`src/rtl/vga_fb_arbiter.sv`:
```
// Framebuffer arbiter: scanout line prefetch (priority) and a req/ack drawing writer share one memory port.
// Optional VGA_FB_UNDERRUN_CNT_EN adds a saturating underrun_cnt output.
module vga_fb_arbiter #(
   parameter int          ADDR_W    = 20,
   parameter int          DATA_W    = 24,
   parameter int          H_VISIBLE = 1024,
   parameter int          V_VISIBLE = 768,
   parameter int          LB_AW     = 10,
   parameter int          BURST_LEN = 16,
   parameter int unsigned FB_BASE   = 0
) (
   input  logic              clk,
   input  logic              rst,
   input  logic              frame_start,
   input  logic              line_req,
   input  logic              wr_req,
   input  logic [ADDR_W-1:0] wr_addr,
   input  logic [DATA_W-1:0] wr_data,
   output logic              wr_ack,
   output logic              mem_valid,
   output logic              mem_we,
   output logic [ADDR_W-1:0] mem_addr,
   output logic [DATA_W-1:0] mem_wdata,
   input  logic              mem_ready,
   input  logic              mem_rvalid,
   input  logic [DATA_W-1:0] mem_rdata,
   output logic              lb_we,
   output logic [LB_AW-1:0]  lb_addr,
   output logic [DATA_W-1:0] lb_data,
   output logic              fetch_busy,
   output logic              line_done,
`ifdef VGA_FB_UNDERRUN_CNT_EN
   output logic [15:0]       underrun_cnt,
`endif
   output logic              underrun
);

   localparam int CW = $clog2(H_VISIBLE + 1);
   localparam int RW = $clog2(V_VISIBLE + 1);
   localparam int BW = $clog2(BURST_LEN + 1);

   localparam logic [1:0] S_IDLE      = 2'd0;
   localparam logic [1:0] S_FETCH_RD  = 2'd1;
   localparam logic [1:0] S_FETCH_WR  = 2'd2;
   localparam logic [1:0] S_WAIT_DATA = 2'd3;

   logic [1:0]        state;
   logic [RW-1:0]     row;
   logic [ADDR_W-1:0] row_addr;
   logic [ADDR_W-1:0] rd_addr;
   logic [CW-1:0]     rd_cnt;
   logic [CW-1:0]     rx_cnt;
   logic [BW-1:0]     burst_cnt;
   logic              pending;
   logic              wr_stall;
   logic              final_slot;

   logic              wr_present;
   logic              rd_present;
   logic              rd_acc;
   logic              wr_acc;
   logic              rd_last;
   logic              burst_end;
   logic              rx_ok;
   logic              rx_last;
   logic [RW-1:0]     row_eff;
   logic [ADDR_W-1:0] addr_eff;
   logic              line_acc;

   // A write already stalled on the bus keeps the port so the command stays stable.
   always_comb begin
      wr_present = 1'b0;
      case (state)
         S_IDLE:      wr_present = wr_req && (!pending || wr_stall);
         S_WAIT_DATA: wr_present = wr_req;
         S_FETCH_WR:  wr_present = 1'b1;
         default:     wr_present = 1'b0;
      endcase
      rd_present = (state == S_FETCH_RD);
      mem_valid  = wr_present | rd_present;
      mem_we     = wr_present;
      mem_addr   = wr_present ? wr_addr : (rd_present ? rd_addr : '0);
      mem_wdata  = wr_present ? wr_data : '0;
      rd_acc     = rd_present && mem_ready;
      wr_acc     = wr_present && mem_ready;
      wr_ack     = wr_acc;
      rd_last    = (rd_cnt == CW'(H_VISIBLE - 1));
      burst_end  = (burst_cnt == BW'(BURST_LEN - 1));
      rx_ok      = mem_rvalid && (rx_cnt < rd_cnt);
      rx_last    = (rx_cnt == CW'(H_VISIBLE - 1));
      row_eff    = frame_start ? '0 : row;
      addr_eff   = frame_start ? ADDR_W'(FB_BASE) : row_addr;
      line_acc   = line_req && !fetch_busy && (row_eff < RW'(V_VISIBLE));
   end

   always_ff @(posedge clk) begin
      if (rst) begin
         state      <= S_IDLE;
         row        <= '0;
         row_addr   <= ADDR_W'(FB_BASE);
         rd_addr    <= '0;
         rd_cnt     <= '0;
         rx_cnt     <= '0;
         burst_cnt  <= '0;
         pending    <= 1'b0;
         wr_stall   <= 1'b0;
         final_slot <= 1'b0;
         fetch_busy <= 1'b0;
         underrun   <= 1'b0;
         lb_we      <= 1'b0;
         lb_addr    <= '0;
         lb_data    <= '0;
         line_done  <= 1'b0;
      end else begin
         if (line_acc) begin
            row        <= row_eff + RW'(1);
            row_addr   <= addr_eff + ADDR_W'(H_VISIBLE);
            rd_addr    <= addr_eff;
            pending    <= 1'b1;
            fetch_busy <= 1'b1;
         end else begin
            if (frame_start) begin
               row      <= '0;
               row_addr <= ADDR_W'(FB_BASE);
            end
            if (line_done)
               fetch_busy <= 1'b0;
         end
         underrun <= line_req && fetch_busy;
         wr_stall <= wr_present && !mem_ready;

         lb_we     <= rx_ok;
         line_done <= rx_ok && rx_last;
         if (rx_ok) begin
            lb_data <= mem_rdata;
            lb_addr <= LB_AW'(rx_cnt);
            rx_cnt  <= rx_cnt + CW'(1);
         end

         case (state)
            S_IDLE: begin
               if (pending && !wr_stall) begin
                  state     <= S_FETCH_RD;
                  pending   <= 1'b0;
                  rd_cnt    <= '0;
                  rx_cnt    <= '0;
                  burst_cnt <= '0;
               end
            end
            S_FETCH_RD: begin
               if (rd_acc) begin
                  rd_addr   <= rd_addr + ADDR_W'(1);
                  rd_cnt    <= rd_cnt + CW'(1);
                  burst_cnt <= burst_end ? '0 : burst_cnt + BW'(1);
                  if (burst_end && wr_req) begin
                     state      <= S_FETCH_WR;
                     final_slot <= rd_last;
                  end else if (rd_last) begin
                     state <= S_WAIT_DATA;
                  end
               end
            end
            S_FETCH_WR: begin
               // A slot after the final read may finish after all data is already in.
               if (wr_acc) begin
                  if (!final_slot)
                     state <= S_FETCH_RD;
                  else if (rx_cnt == CW'(H_VISIBLE))
                     state <= S_IDLE;
                  else
                     state <= S_WAIT_DATA;
               end
            end
            default: begin
               if (line_done)
                  state <= S_IDLE;
            end
         endcase
      end
   end

`ifdef VGA_FB_UNDERRUN_CNT_EN
   always_ff @(posedge clk) begin
      if (rst)
         underrun_cnt <= '0;
      else if (underrun && underrun_cnt != 16'hFFFF)
         underrun_cnt <= underrun_cnt + 16'd1;
   end
`endif

endmodule

```
`config.mk`:
```
export PLATFORM = sky130hd
export DESIGN_NAME = vga_fb_arbiter
export DESIGN_NICKNAME = d
export VERILOG_FILES = /design/src/rtl/vga_fb_arbiter.sv
export SDC_FILE = /design/constraint.sdc
export NUM_CORES = 1
export LEC_CHECK = 0
export ABC_CLOCK_PERIOD_IN_PS = 3650
export BUFFER_PORTS_ARGS = -buffer_cell sky130_fd_sc_hd__buf_4
export CORE_UTILIZATION = 57
export DETAILED_ROUTE_END_ITERATION = 16
export PLACE_DENSITY = 0.85
export SLEW_MARGIN = 20
export SYNTH_ARGS = -nofsm -noshare
export SYNTH_HDL_FRONTEND = slang
export SYNTH_SLANG_ARGS = --single-unit
```
`constraint.sdc`:
```
create_clock -name clk -period 3.65 [get_ports clk]
set_input_delay 0.5475 -clock clk [delete_from_list [all_inputs] [get_ports clk]]
set_output_delay 0.5475 -clock clk [all_outputs]
set_load 0.02 [all_outputs]
```
# Word level (Yosys, flattened, before mapping)
# Cells that the tools add are included.
[totals] register_bits=120 wordCells=94 in_bits=75
[op_classes] reduce_logical=23 bitwise_logic=1 n_addsub=6 mux=35 eq_ne=11 order_cmp=2
[ops] op="$mux 20" count=7
[ops] op="$mux 11" count=5
[ops] op="$mux 24" count=1
[ops] op="$add 11x1->11 const B" count=2
[ops] op="$eq 11x10->1 const B" count=2
[ops] op="$pmux 11 s2" count=1
[ops] op="$add 20x1->20 const B" count=1
[ops] op="$add 20x11->20 const B" count=1
[ops] op="$mux 10" count=2
[ops] op="$mux 2" count=8
[ops] op="$mux 5" count=3
[ops] op="$eq 11x11->1 const B" count=1
[ops] op="$logic_and 1x1->1" count=11
[ops] op="$lt 11x11->1" count=1
[ops] op="$add 10x1->10 const B" count=1
[ops] op="$lt 10x10->1 const B" count=1
[ops] op="$pmux 5 s2" count=1
[ops] op="$pmux 2 s3" count=1
[ops] op="$reduce_and 3->1" count=2
[ops] op="$add 5x1->5 const B" count=1
[ops] op="$eq 5x4->1 const B" count=1
[ops] op="$mux 1" count=5
[ops] op="$reduce_and 5->1" count=1
[ops] op="$eq 2x2->1 const B" count=2
[ops] op="11 further kinds" count=16

# Logic depth before layout (Yosys ltp)
[depth] word_depth=7 ltp_mapped=9 ltp_nobuf=7

# Least setup slack after synthesis
# Ideal clock, no wire load.
[synth_path] kind="register to register" startpoint="register rd_cnt[10]" endpoint="register rx_cnt[10]" t_arrival_ps=2221 stages_incl_launch_ff=9 setup_time_ps=71 slack_ps=1358 synth_period_minus_slack_ps=2292 cell_sequence="dfxtp_1 inv_1 ha_1 and4_1 a2111oi_2 o31ai_2 buf_2 or4_1 a21oi_1"
[synth_via] elab_chain_len=5
[synth_lines] element="start, declared" line_no="51" text="logic [CW-1:0] rd_cnt;"
[synth_lines] element="start signal, assigned" line_no="153" text="rd_cnt <= rd_cnt + CW'(1);"
[synth_lines] element="$lt 11x11->1 (*)" line_no="89" text="rx_ok = mem_rvalid && (rx_cnt < rd_cnt);"
[synth_lines] element="$logic_and 1x1->1 (*)" line_no="89"
[synth_lines] element="$mux 11 (*)" line_no="134" text="if (rx_ok) begin"
[synth_lines] element="$mux 11" line_no="142" text="if (pending && !wr_stall) begin"
[synth_lines] element="$mux 11 (*)" line_no="140" text="case (state)"
[synth_lines] element="end signal, assigned" line_no="137" text="rx_cnt <= rx_cnt + CW'(1);"
[synth_lines] element="end, declared" line_no="52" text="logic [CW-1:0] rx_cnt;"
# Every way passes the cells marked *; elsewhere a longest branch is shown, timed or not.
# A chain may end at the register's enable or synchronous reset.

# Worst setup path in the final report
[layout_path] startpoint="register state[0]" endpoint="output port mem_addr[10]"
[layout_via] elab_chain_len=3 elab_cells_between_ends=7 classes_between="eq/ne (3); mux (3); reduce/logical (1)"
[layout_lines] element="start, declared" line_no="47" text="logic [1:0] state;"
[layout_lines] element="start signal, assigned" line_no="98" text="state <= S_IDLE;"
[layout_lines] element="start signal, assigned" line_no="143" text="state <= S_FETCH_RD;"
[layout_lines] element="start signal, assigned" line_no="156" text="state <= S_FETCH_WR;"
[layout_lines] element="$eq 2x2->1, or another cell as far along" line_no="73" text="case (state)"
[layout_lines] element="$pmux 1 s3 / $mux 20 (equally long branches)" line_no="73, 82"
[layout_lines] element="$mux 20 (*)" line_no="82" text="mem_addr = wr_present ? wr_addr : (rd_present ? rd_addr : '0);"
[layout_lines] element="end, declared" line_no="22" text="output logic [ADDR_W-1:0] mem_addr,"
# Marked as above.

==> impl_metrics.yaml <==
placed_design:
  pre_cts_slack_ns: 0.8845
  dp.cells: 995
  gp_congestion: 0.8735
  placed_area_um2: 7268
  dp_hpwl_um: 12100
  placement.io_buffers: 159
routing:
  viasPerCell: 6.149
  post_drt_wl_per_cell_um: 17.28
  via_count: 6321
  drt_iter0_drc: 507
  drc_errors: 0
  totalWireLength_um: 17760
  drt.antenna.violating_nets: 0
  drt_pass1_iterations: 6
synthesis:
  synthCells: 743
  yosysSeqAreaShare: 0.3988
  synth_most_common_cell: "dfxtp_1"
  async_flop_share: 0
  synth-seq-cells: 120
  synth_edf_count: 0
  synth_compound_area_frac: 0.2077
  synth_top_cell_area_share: 0.3988
  synth-simple-area-share: 0.2671
  synth_top_family_by_area: "simple AND/OR/NAND/NOR gates"
  synth-main-ff-cell: "dfxtp_1"
  ys_top_cells_by_area: "dfxtp_1 (40%), a21oi_1 (6.1%), nand3_1 (5.1%), o21ai_0 (4.5%), ha_1 (3.5%)"
  synth_mux_area_frac: 0.001662
  synth-xor-area-share: 0.04071
  synth_common_cells: "dfxtp_1 (120), a21oi_1 (74), nand3_1 (61)"
  syn-num-nets: 835
  synthAdderAreaFrac: 0.03531
  synth_area_um2: 6023
  yosysTopAreaCell: "dfxtp_1"
  synth_area_per_cell_um2: 8.107
  ys_types: 59
  ys.warnings.count: 0
worst_setup_path:
  crit_type: "flop to output pin"
  cp-start-kind: "flop"
  reg2reg_depth: 8
  crit_path_end_kind: "output pin"
  slowest_delay_ns: 0.46
  r2r_start: "rx_cnt[9]"
  cpLargestDelayFamily: "compound AO/OA/AOI/OAI gates"
  cp_max_fo: 45
  crit_chain: "inv_1 > o21ai_0 > o21a_1 > clkinv_1 > buf_4 > a22o_1 > buf_4"
  worst_path_most_repeated_cell: "buf_4"
  path_buf_inv: 4
  r2r_end: "rx_cnt[5]"
  cp.arrival_ns: 2.28
  slowest_stage: "dfxtp_1"
  critical_path_required_ns: 3.10
  r2r_setup_slack_ns: 0.87
  path_depth: 7
cts:
  cts_resized: 0
  path_clk_slew_ns: 0.06
  post_cts_buffers: 0
  clock-sinks: 120
  cts_made_buffers: 17
  tritoncts: "built"
  h-tree-depth: 4
  postCtsHoldBufs: 0
  cts_root_buf: "clkbuf_8"
  worstSkewPairLatency_ns: 0.52
  clk_path_buf_depth: 2
timing:
  finalSetupViolCount: 0
  relSlewSlack: 0.4567
  drv_slew: 0
  rsz0062_at_grt: "no"
  max_freq_mhz: 353.4
  hold_viol_final: 0
  setup_ws_ns: 0.8203
  period_minus_slack_ns: 2.830
  timing.hold.ws_ns: 0.2807
  period_share: 0.7753
  worst_pin_slew_ns: 0.8113
  setup_tns_ns: 0
  fin_skew_ns: 0.008273
worst_hold_path:
  holdPathStages: 2
  holdPathEnd: "wr_stall"
  hp-class: "input pin to flop"
  worstHoldStart: "mem_ready"
global_route:
  grt-ovfl-total: 0
  grt_pass1_wl_um: 28350
  antenna_found_initial: 0
  grt_pass1_vias: 5875
  track_usage: 0.3206
  grt_max_degree: 59
finish:
  nets: 971
  multiInputGateArea_um2: 3344
  drive_above_1_share: 0.2309
  fill_cells: 709
  synthToLayoutAreaGrowth_pct: 31.01
  design_area_um2: 7891
  n_antenna_cell: 0
  regArea_um2: 2402
  final_cells: 1028
floorplan:
  pin_count: 160
  core-area_um2: 10280
  rows: 37
  die_w_um: 104.8
  die-height_um: 104.8
  die_area_um2: 10980
  start_util: 0.5861
power_and_ir_drop:
  p_leak_nw: 3.116
  pwr_density_cell_nw_per_um2: 459.4
  vdd_drop_max_mv: 0.3136
job:
  drv_cap: 0
run_status:
  outcome: "finished clean"
placed cells by master, fill, tap and decap left out, drive strengths merged, types with 4 or more instances in the layout:
master	instances
clkbuf	23
nor3	15
and2	33
a211oi	10
nand4	16
nand2b	5
xor2	4
nor3b	10
buf	170
o31ai	10
a311oi	4
inv	21
nand2	46
and4	6
nor2b	18
xnor2	24
a21oi	74
or3	6
a22o	21
ha	17
nor2	45
nor4	9
a21o	5
o21ai	54
bufinv	4
a31oi	5
clkinv	6
or4	8
nand3	61
and3	13
dfxtp	120
per-layer routing:
metal / track usage / wire (µm) / up-vias
met4: 0.1489 / 468 / 0
li1: - / - / 2950
met1: 0.3775 / 6856 / 2974
met5: 0 / 0 / -
met3: 0.1023 / 1854 / 47
met2: 0.5303 / 8581 / 350
worst reg2reg max path: stages, from the launching register on:
cell and delay, ns:
dfxtp_1 0.46, ha_1 0.32, and4_1 0.21, a2111oi_2 0.50, o31ai_4 0.23, buf_6 0.23, buf_4 0.20, o41ai_1 0.38
a21oi_1 0.11
where the power goes:
part / switching, W / internal, W / total, W / leakage, nW
registers: 0.0000313 / 0.00134 / 0.00137 / 0.970
clock network: 0.000580 / 0.00116 / 0.00174 / 0.306
logic: 0.000294 / 0.000220 / 0.000515 / 1.84
worst max path at each step:
stage               start            to  slack [ns]
2_1_floorplan  rd_cnt[10]    rx_cnt[10]        1.36
3_3_place_gp     line_req    rd_addr[9]        0.99
3_5_place_dp     line_req    rd_addr[9]        0.88
4_1_cts          state[0]  mem_addr[10]        0.83
5_1_grt         rx_cnt[9]     rx_cnt[5]        0.64
6_report         state[0]  mem_addr[10]        0.82
flip-flops by register name, indices dropped and copies added, names as in the netlist, 2 cells and up:
| register | flops |
|---|---|
| burst_cnt | 5 |
| lb_addr | 10 |
| lb_data | 24 |
| rd_addr | 20 |
| rd_cnt | 11 |
| row | 10 |
| row_addr | 20 |
| rx_cnt | 11 |
| state | 2 |
layout make-up:
cell class / instances / area share
Multi-Input combinational cell: 548 / 0.4238
Sequential cell: 120 / 0.3044
Tap cell: 136 / 0.02156
Inverter: 22 / 0.01046
Clock buffer: 23 / 0.05914
Clock inverter: 9 / 0.01839
Timing Repair Buffer: 170 / 0.1622
cells by family (layout without fill, tap and decap cells):
| logic type | Yosys count | count (layout) |
|---|---|---|
| compound gates | 202 | 202 |
| simple gates | 300 | 300 |
| buf+inv | 75 | 224 |
| xor+xnor | 28 | 28 |
| flops | 120 | 120 |
| fa+ha+maj | 17 | 17 |
| mux | 1 | 1 |
stage by stage:
step                total power (W)    util
floorplan                  0.001696       -
global placement           0.001892  0.7072
detailed placement         0.001907  0.7072
CTS                        0.003625  0.7667
global route               0.003733  0.7678
finish                     0.003625  0.7678
No activity file was read; power rests on OpenSTA's default activity.
